==> config.mk <==
export PLATFORM = sky130hd
export DESIGN_NAME = bit_word_packer
export DESIGN_NICKNAME = d
export VERILOG_FILES = /design/src/rtl/bit_word_packer.sv
export SDC_FILE = /design/constraint.sdc
export NUM_CORES = 1
export LEC_CHECK = 0
export CAP_MARGIN = 20
export CORE_MARGIN = 2
export CORE_UTILIZATION = 50
export DETAILED_ROUTE_END_ITERATION = 16
export MAX_ROUTING_LAYER = met4
export PLACE_DENSITY = 0.86
export SLEW_MARGIN = 20
export SYNTH_ARGS = -nofsm -noshare
export SYNTH_HDL_FRONTEND = slang
export SYNTH_SLANG_ARGS = --single-unit
==> constraint.sdc <==
create_clock -name clk -period 6.25 [get_ports clk]
set_clock_uncertainty 0.05 [all_clocks]
set_input_delay 0.9375 -clock clk [delete_from_list [all_inputs] [get_ports clk]]
set_output_delay 0.9375 -clock clk [all_outputs]
set_load 0.05 [all_outputs]
==> src/rtl/bit_word_packer.sv <==
// Serial-to-parallel packer: collects single bits into WIDTH-bit words with
// valid/ready handshakes on both sides, plus an explicit flush that emits a
// partial word together with its bit count.
module bit_word_packer #(
   parameter int WIDTH     = 8,
   parameter bit MSB_FIRST = 1'b0
) (
   input  logic                       clk,
   input  logic                       rst,
   input  logic                       bit_valid,
   input  logic                       bit_in,
   output logic                       bit_ready,
   input  logic                       flush,
   output logic                       word_valid,
   input  logic                       word_ready,
   output logic [WIDTH-1:0]           word_data,
   output logic [$clog2(WIDTH+1)-1:0] word_len,
   output logic                       busy
);

   localparam int CW = $clog2(WIDTH + 1);
   localparam logic [CW-1:0] CNT_FULL = CW'(WIDTH);
   localparam logic [CW-1:0] CNT_LAST = CW'(WIDTH - 1);

   // Packer state: EMPTY (cnt=0), FILL (0<cnt<WIDTH), FULL (cnt=WIDTH),
   // DRAIN (flush pending, partial word waiting for the output register).
   typedef enum logic [1:0] {
      EMPTY = 2'd0,
      FILL  = 2'd1,
      FULL  = 2'd2,
      DRAIN = 2'd3
   } state_t;

   state_t           state_q, state_d;
   logic [WIDTH-1:0] acc_q, acc_d;
   logic [CW-1:0]    cnt_q, cnt_d;
   logic             word_valid_q, word_valid_d;
   logic [WIDTH-1:0] word_data_q, word_data_d;
   logic [CW-1:0]    word_len_q, word_len_d;

   logic             flush_pend;
   logic             out_free;
   logic             xfer;
   logic             accept;
   logic             flush_set;
   logic [WIDTH-1:0] base_acc;
   logic [CW-1:0]    base_cnt;
   logic [CW-1:0]    pos;

   // The pending-flush flag is exactly the DRAIN state.
   assign flush_pend = (state_q == DRAIN);

   // Output register can take a new word if empty or being handed off now.
   assign out_free = !word_valid_q | word_ready;

   // Move the accumulator into the output register: full word, or flushed partial.
   assign xfer = out_free & ((cnt_q == CNT_FULL) | (flush_pend & (cnt_q != '0)));

   // A bit can enter when there is room, or when room is being made this cycle.
   assign bit_ready = !flush_pend & ((cnt_q < CNT_FULL) | xfer);
   assign accept    = bit_valid & bit_ready;

   // Accumulator view after any transfer this cycle; a bit accepted alongside
   // a transfer lands in the cleared accumulator, so there is no bubble.
   assign base_acc = xfer ? '0 : acc_q;
   assign base_cnt = xfer ? '0 : cnt_q;
   assign cnt_d    = base_cnt + CW'(accept);

   // Write position of the incoming bit. accept implies base_cnt < WIDTH.
   assign pos = MSB_FIRST ? (CNT_LAST - base_cnt) : base_cnt;

   // Per-position accumulator update.
   genvar gi;
   generate
      for (gi = 0; gi < WIDTH; gi++) begin : g_acc
         assign acc_d[gi] = (accept && (pos == CW'(gi))) ? bit_in : base_acc[gi];
      end
   endgenerate

   // Flush only matters when a partial word remains after this cycle; a flush
   // on an empty packer, one already pending, or one that meets a completed
   // full word changes nothing (the full word goes out normally).
   assign flush_set = flush & !flush_pend & (cnt_d != '0) & (cnt_d != CNT_FULL);

   // Next-state logic for the packer FSM.
   always_comb begin
      state_d = state_q;
      case (state_q)
         EMPTY: begin
            if (flush_set)
               state_d = DRAIN;
            else if (accept)
               state_d = FILL;
         end
         FILL: begin
            if (flush_set)
               state_d = DRAIN;
            else if (cnt_d == CNT_FULL)
               state_d = FULL;
         end
         FULL: begin
            if (xfer) begin
               if (flush_set)
                  state_d = DRAIN;
               else if (accept)
                  state_d = FILL;
               else
                  state_d = EMPTY;
            end
         end
         DRAIN: begin
            if (xfer)
               state_d = EMPTY;
         end
         default: state_d = EMPTY;
      endcase
   end

   // Output word register: load on transfer, release on handoff.
   always_comb begin
      word_valid_d = word_valid_q;
      word_data_d  = word_data_q;
      word_len_d   = word_len_q;
      if (xfer) begin
         word_valid_d = 1'b1;
         word_data_d  = acc_q;
         word_len_d   = cnt_q;
      end else if (word_ready) begin
         word_valid_d = 1'b0;
      end
   end

   // FSM state register.
   always_ff @(posedge clk or posedge rst) begin
      if (rst)
         state_q <= EMPTY;
      else
         state_q <= state_d;
   end

   // Datapath registers: accumulator, bit count and output word.
   always_ff @(posedge clk or posedge rst) begin
      if (rst) begin
         acc_q        <= '0;
         cnt_q        <= '0;
         word_valid_q <= 1'b0;
         word_data_q  <= '0;
         word_len_q   <= '0;
      end else begin
         acc_q        <= acc_d;
         cnt_q        <= cnt_d;
         word_valid_q <= word_valid_d;
         word_data_q  <= word_data_d;
         word_len_q   <= word_len_d;
      end
   end

   assign word_valid = word_valid_q;
   assign word_data  = word_data_q;
   assign word_len   = word_len_q;
   assign busy       = (cnt_q != '0) | flush_pend | word_valid_q;

endmodule

# Yosys cells after proc, flatten, opt, wreduce, memory -nomap -nowiden
# Cells that the tools add are included.
[classes]
reduce_logical = 24
shift = 0
bitwise = 12
order_cmp = 1
multipliers = 0
n_eq_ne = 17
n_addsub = 1
mux = 21
div_mod_pow = 0
[op_table]
columns = ["cell", "n"]
rows = [
  ["$reduce_bool 2->1", 9],
  ["$eq 4x3->1 const B", 4],
  ["$mux 2", 7],
  ["$mux 1", 11],
  ["$eq 4x2->1 const B", 2],
  ["$eq 4x4->1 const B", 2],
  ["$logic_and 1x1->1", 8],
  ["$mux 8", 1],
  ["$pmux 2 s4", 1],
  ["$reduce_bool 4->1", 2],
  ["$and 1x1->1", 7],
  ["$ne 3x3->1 const B", 2],
  ["$or 1x1->1", 5],
  ["$add 4x1->4", 1],
  ["$eq 2x2->1 const B", 2],
  ["$eq 4x1->1 const B", 1],
  ["$logic_not 4->1", 1],
  ["$lt 4x4->1 const B", 1],
  ["$mux 4", 1],
  ["$ne 4x4->1 const B", 1],
  ["$reduce_and 4->1", 1],
  ["$eq 2x1->1 const B", 1],
  ["$logic_not 1->1", 2],
  ["$logic_not 2->1", 1],
  ["other kinds (2)", 2],
]
[totals]
regBits = 27
elab_cells = 89
in_bits = 6
latchBits = 0
output_inout_bits = 15
rom_bits = 0
ram_bits = 0
memories = 0

# Depth between registers and ports, before layout
[logic_depth]
ltp_word = 14
ltp_mapped = 12
ltp_nobuf = 11

# Worst setup path before layout
# OpenSTA, ideal clock, no wires.
[synth_timing]
path_type = "in2out"
from = "in word_ready"
to = "out bit_ready"
required_ns = 5.262
cell_stages = 5
slack_ns = 2.905
arrival_ns = 2.358
path_buffers = 2
path_cell_list = "nor2b_1 -> clkbuf_2 -> or2_2 -> buf_2 -> a21oi_1"
[synth_via]
elab_chain_len = 4
[synth_rtl]
columns = ["element", "line", "source"]
rows = [
  ["start: declaration", "15", "input logic word_ready,"],
  ["$or 1x1->1", "54", "assign out_free = !word_valid_q | word_ready;"],
  ["$and 1x1->1", "57", "assign xfer = out_free & ((cnt_q == CNT_FULL) | (flush_pend & (cnt_q != '0)));"],
  ["$or 1x1->1", "60", "assign bit_ready = !flush_pend & ((cnt_q < CNT_FULL) | xfer);"],
  ["$and 1x1->1", "60", ""],
  ["end: declaration", "12", "output logic bit_ready,"],
]
# No other way between the ends.

# Worst setup path in the final report
# Ends and elaborated chain as after synthesis.

==> impl_metrics.json <==
{
  "chipHeight_um": 55.14,
  "clk_latency_ns": 0.34,
  "grtUsageTotal_pct": 18.35,
  "yosys.area.top_type": "dfrtp_1",
  "grt_pass1_wl_um": 3850,
  "synth_area_leaders": "dfrtp_1, mux2_2, a21oi_1",
  "drt-vias-per-instance": 5.667,
  "drc_errors": 0,
  "worst_hold_path_type": "register to register",
  "cts_max_path_buffers": 2,
  "clockRootBuffer": "clkbuf_4",
  "fin_area_um2": 1526,
  "grt_pass1_vias": 893,
  "hold_buffers": 0,
  "drv_cap": 0,
  "totalWireLength_um": 2307,
  "report.final.hold_viol_count": 0,
  "max_freq_ghz": 0.2566,
  "clock-sinks": 27,
  "cpLargestDelayFamily": "buffers and inverters",
  "place_area_um2": 1499,
  "syn-cell-area_um2": 1308,
  "ys_warn_count": 0,
  "avgSynthCellArea_um2": 11.27,
  "ys_ff_latch": 27,
  "cp_max_fo": 8,
  "nNetsFinal": 141,
  "post_cts_buffers": 0,
  "fp.dieW_um": 55.14,
  "crit_type": "input port to primary output",
  "endpoint_kind": "primary output",
  "dr.pass1.iters": 4,
  "tightestPinTransition_ns": 0.9294,
  "cts_buffers": 3,
  "cts_tree": "yes",
  "rows": 18,
  "max_stage_delay_ns": 0.82,
  "cts.htree.levels": 1,
  "ys_types": 37,
  "cp.arrival_ns": 2.91,
  "layout-drive-gt1-share_pct": 15.91,
  "start_util_pct": 52.78,
  "outcome": "completed",
  "ant_nets": 0,
  "synth-seq-area-share_pct": 51.67,
  "fp.coreArea_um2": 2477,
  "initialDrtViolationCount": 6,
  "cp.required_ns": 5.26,
  "antenna_found_initial": 0,
  "areaGrowthSynthToFinish_pct": 16.75,
  "cp_slowest_cell": "clkdlybuf4s50_1",
  "boundaryPins": 21,
  "multiInputGateArea_um2": 574.3,
  "synth-simple-area-share_pct": 16.84,
  "cpMostUsedCell": "clkdlybuf4s50_1",
  "cts-resized-gates": 0,
  "final-setup-viol-count": 0,
  "final_max_slew_viol_count": 0,
  "synth-adder-area-share_pct": 1.914,
  "synth_top_family_by_area": "simple AND/OR/NAND/NOR gates",
  "worstSetupStartpointType": "input port",
  "dr_total_vias": 918,
  "worstPathCellList": "clkdlybuf4s50_1 > nor2b_1 > or2_2 > a21oi_1 > clkdlybuf4s50_1",
  "yosys-mux-area-fraction_pct": 11.87,
  "placedCellCount": 158,
  "post-route-util_pct": 61.62,
  "fin_crit_ns": 3.898,
  "setup_tns_ns": 0,
  "grt_start_max_net_pins": 28,
  "fillCellCount": 206,
  "async_flop_share_pct": 100.0,
  "path_clk_slew_ns": 0.15,
  "synth_xor_area_share_pct": 2.010,
  "rsz0062_at_grt": "false",
  "final_cells": 162,
  "synth_common_cells": "dfrtp_1, mux2_2, a21oi_1, nand3_1, nand2_1",
  "overflow": 0,
  "dieArea_um2": 3040,
  "fin_crit_sh_pct": 62.36,
  "place.gp.congestion": 0.9091,
  "synth_ff_type": "dfrtp_1",
  "synthCells": 116,
  "portBuffers": 20,
  "antennaDiodeCount": 0,
  "synthMostInstantiatedCell": "dfrtp_1",
  "synth_nets": 124,
  "dpl.hpwl_um": 1703,
  "seq_area_um2": 675.6,
  "synth_top_cell_area_share_pct": 51.67,
  "wl_per_cell_um": 14.24,
  "synth_edf_count": 0,
  "synth_compound_area_share_pct": 11.29,
  "critPathBufInv": 2,
  "slew_headroom_pct": 37.66
}
## sequential cells by signal, summed over array words and instances, names as in the netlist
register,cells
word_valid,1
state_q,2
cnt_q,4
word_data,8
word_len,4
acc_q,8
## per-layer routing
metal	up-vias	wire length, um	global-route usage (%)
li1	448	-	-
met1	452	1099	22.49
met2	15	1112	29.96
met3	3	58	2.419
met4	0	36	8.943
met5	-	0	-
## worst register-to-register path, delay by kind of cell (launching register included)
family,cells,cell delay (ns)
AND/OR/NAND/NOR,4,1.60
flip-flops,1,0.53
adder cells (fa/ha/maj),2,0.48
AO/OA/AOI/OAI,2,0.30
buffers and inverters,1,0.11
## worst paths after layout
kind	cells past startpoint	to	slack, ns	start
max	5	bit_ready	2.35	word_ready
min	1	acc_q[5]	0.46	acc_q[5]
max reg2reg	9	state_q[0]	3.10	cnt_q[1]
min reg2reg	1	acc_q[5]	0.46	acc_q[5]
max in group asynchronous	2	acc_q[2]	4.80	rst
min in group asynchronous	2	word_data[6]	0.93	rst
## per-stage QoR
step	setup slack (ns)	hold slack, ns
6_report	2.352	0.4636
3_3_place_gp	2.367	0.4284
4_1_cts	2.352	0.4636
2_1_floorplan	2.905	0.4103
3_5_place_dp	2.233	0.4314
5_1_grt	2.257	0.4782
## layout make-up
class                      instances  share of cell area [%]
sequential                        27                   44.26
multi-input combinational         78                   37.62
timing repair buffer              20                   13.11
tap                               30                   2.459
clock buffer                       3                   1.475
clock inverter                     1                  0.3279
inverter                           3                  0.7377
## kinds of logic (layout without fill, tap and decap cells)
family / count (synthesis) / count (layout)
AO/OA/AOI/OAI: 22 / 22
multiplexers: 14 / 14
AND/OR/NAND/NOR: 37 / 37
adder cells (fa/ha/maj): 2 / 2
buffers and inverters: 11 / 27
flip-flops: 27 / 27
XOR/XNOR: 3 / 3
## cells in the final DEF, fill, tap and decap left out
cell	synthesis	final
clkdlybuf4s50_1	0	20
nand2_1	6	6
dfrtp_1	27	27
clkinv_1	0	1
a32o_1	3	3
mux2i_1	2	2
or4_1	1	1
or4_4	1	1
xor2_1	2	2
o31a_1	1	1
o311a_1	1	1
or2_2	1	1
a21o_1	1	1
and4b_1	1	1
nor3_1	1	1
a21boi_0	1	1
clkbuf_4	0	3
or3_1	3	3
o21ai_2	1	1
nor2_1	5	5
and2_1	1	1
nand3_2	1	1
a21oi_1	7	7
mux2_2	12	12
or4b_1	1	1
or2b_1	1	1
ha_1	2	2
o21ai_0	5	5
nand3_1	7	7
clkinv_2	0	1
nor4b_1	1	1
nor2_4	1	1
inv_1	3	2
o211ai_1	2	2
xnor2_1	1	1
nor2b_1	5	5
Power is not shown: default switching activity piles up to over one toggle a cycle in this logic, so the estimate is an artifact.
==> edit, RTL diff (same flow settings) <==
Change the parameter `WIDTH` from 8 to 16.
--- a/src/rtl/bit_word_packer.sv
+++ b/src/rtl/bit_word_packer.sv
@@ -2,7 +2,7 @@
 // valid/ready handshakes on both sides, plus an explicit flush that emits a
 // partial word together with its bit count.
 module bit_word_packer #(
-   parameter int WIDTH     = 8,
+   parameter int WIDTH     = 16,
    parameter bit MSB_FIRST = 1'b0
 ) (
    input  logic                       clk,
Ports: changed (resized word_data and word_len); port bits go from 21 to 30. No check against the original RTL was run, so the function may have changed too.
==> edit against the original RTL <==
Sequential cell count rose by 18. Die area up 58%. Maximum frequency shrank 8.3%. Routed wire length up 73%. Register-to-register slack is essentially flat. Synthesized area up 63%. Setup slack worse by 350 ps. Design area is 66% higher. Critical endpoint unchanged.
==> edit: results (changes against the original RTL) <==
metric,value,unit,change
status,completed,,unchanged
CTS buffer count,5,,was 3
post-route cell area,2530,sq um,was 1530 sq um
hold depth,2,,was 1
initial DRC count,84,,was 6
Fin Hold WS,414,ps,was 464 ps
CTS root buf,clkbuf_8,,was clkbuf_4
"Avg Cell Area, Syn",9.13,sq um,was 11.3 sq um
WL met3,138,um,was 58 um
placed insts,298,,was 158
Non-clock buffer share,0.120,,was 0.131
Post-synth top cells,"nand2_1 (82), dfrtp_1 (45), nand3_1 (13), nor2_1 (13), mux2i_1 (9)",,"was dfrtp_1 (27), mux2_2 (12), a21oi_1 (7), nand3_1 (7), nand2_1 (6)"
multi-input logic area,913,sq um,was 574 sq um
CLK BUF,6,,was 3
Reg area,1130,sq um,was 676 sq um
met1 usage,0.242,,was 0.225
Worst EP arrival,3260,ps,was 2910 ps
met2 usage,0.294,,was 0.300
GRT met3 Usage,0.0305,,was 0.0242
fin cells,306,,was 162
fillcell total,351,,was 206
crit path max fanout,9,,was 8
HP Start,word_data[2]$_DFFE_PP0P_,,was acc_q[5]$_DFFE_PP0P_
RR Endpoint,state_q[1]$_DFFE_PP0P_,,was state_q[0]$_DFFE_PP0P_
final net count,263,,was 141
layout cells sized above 1,0.0664,,was 0.159
vias,1633,,was 918
routability cong.,0.896,,was 0.909
Hold Path Sink,word_data[2]$_DFFE_PP0P_,,was acc_q[5]$_DFFE_PP0P_
IO Port Bufs,29,,was 20
dpl cell area,2420,sq um,was 1500 sq um
-- edit: cell count changes in the layout (fill, tap and decap cells not counted), sizes merged, moves of 2 or more --
cell	delta
and4	+2
nor2	+8
nand2	+76
mux2i	+7
or3	-3
nand3	+5
and3	+3
mux2	-12
clkdlybuf4s50	+9
clkbuf	+3
dfrtp	+18
buf	+2
a32o	-3
-- edit: power groups by stage --
stage	clock network [uW]	logic (uW)	registers, uW
floorplan	0	315	531
global placement	0	550	433
detailed placement	0	555	436
CTS	225	557	430
global route	234	595	446
finish	220	551	429
-- edit: cells by family after synthesis --
| logic type | synth area share |
|---|---|
| AOI/OAI and AO/OA | 0.0847 |
| xor gates and xnor gates | 0.00823 |
| adders and majority gates | 0.0118 |
| buffers and inverters | 0.0435 |
| DFF | 0.529 |
| muxes | 0.0423 |
| and+or+nand+nor | 0.280 |
-- edit: critical path, cell delays in order --
cell             delay (ps)
clkdlybuf4s50_1         400
nor2b_1                 680
nor3_2                  240
a21oi_2                 190
a21boi_0                100
clkdlybuf4s50_1         730
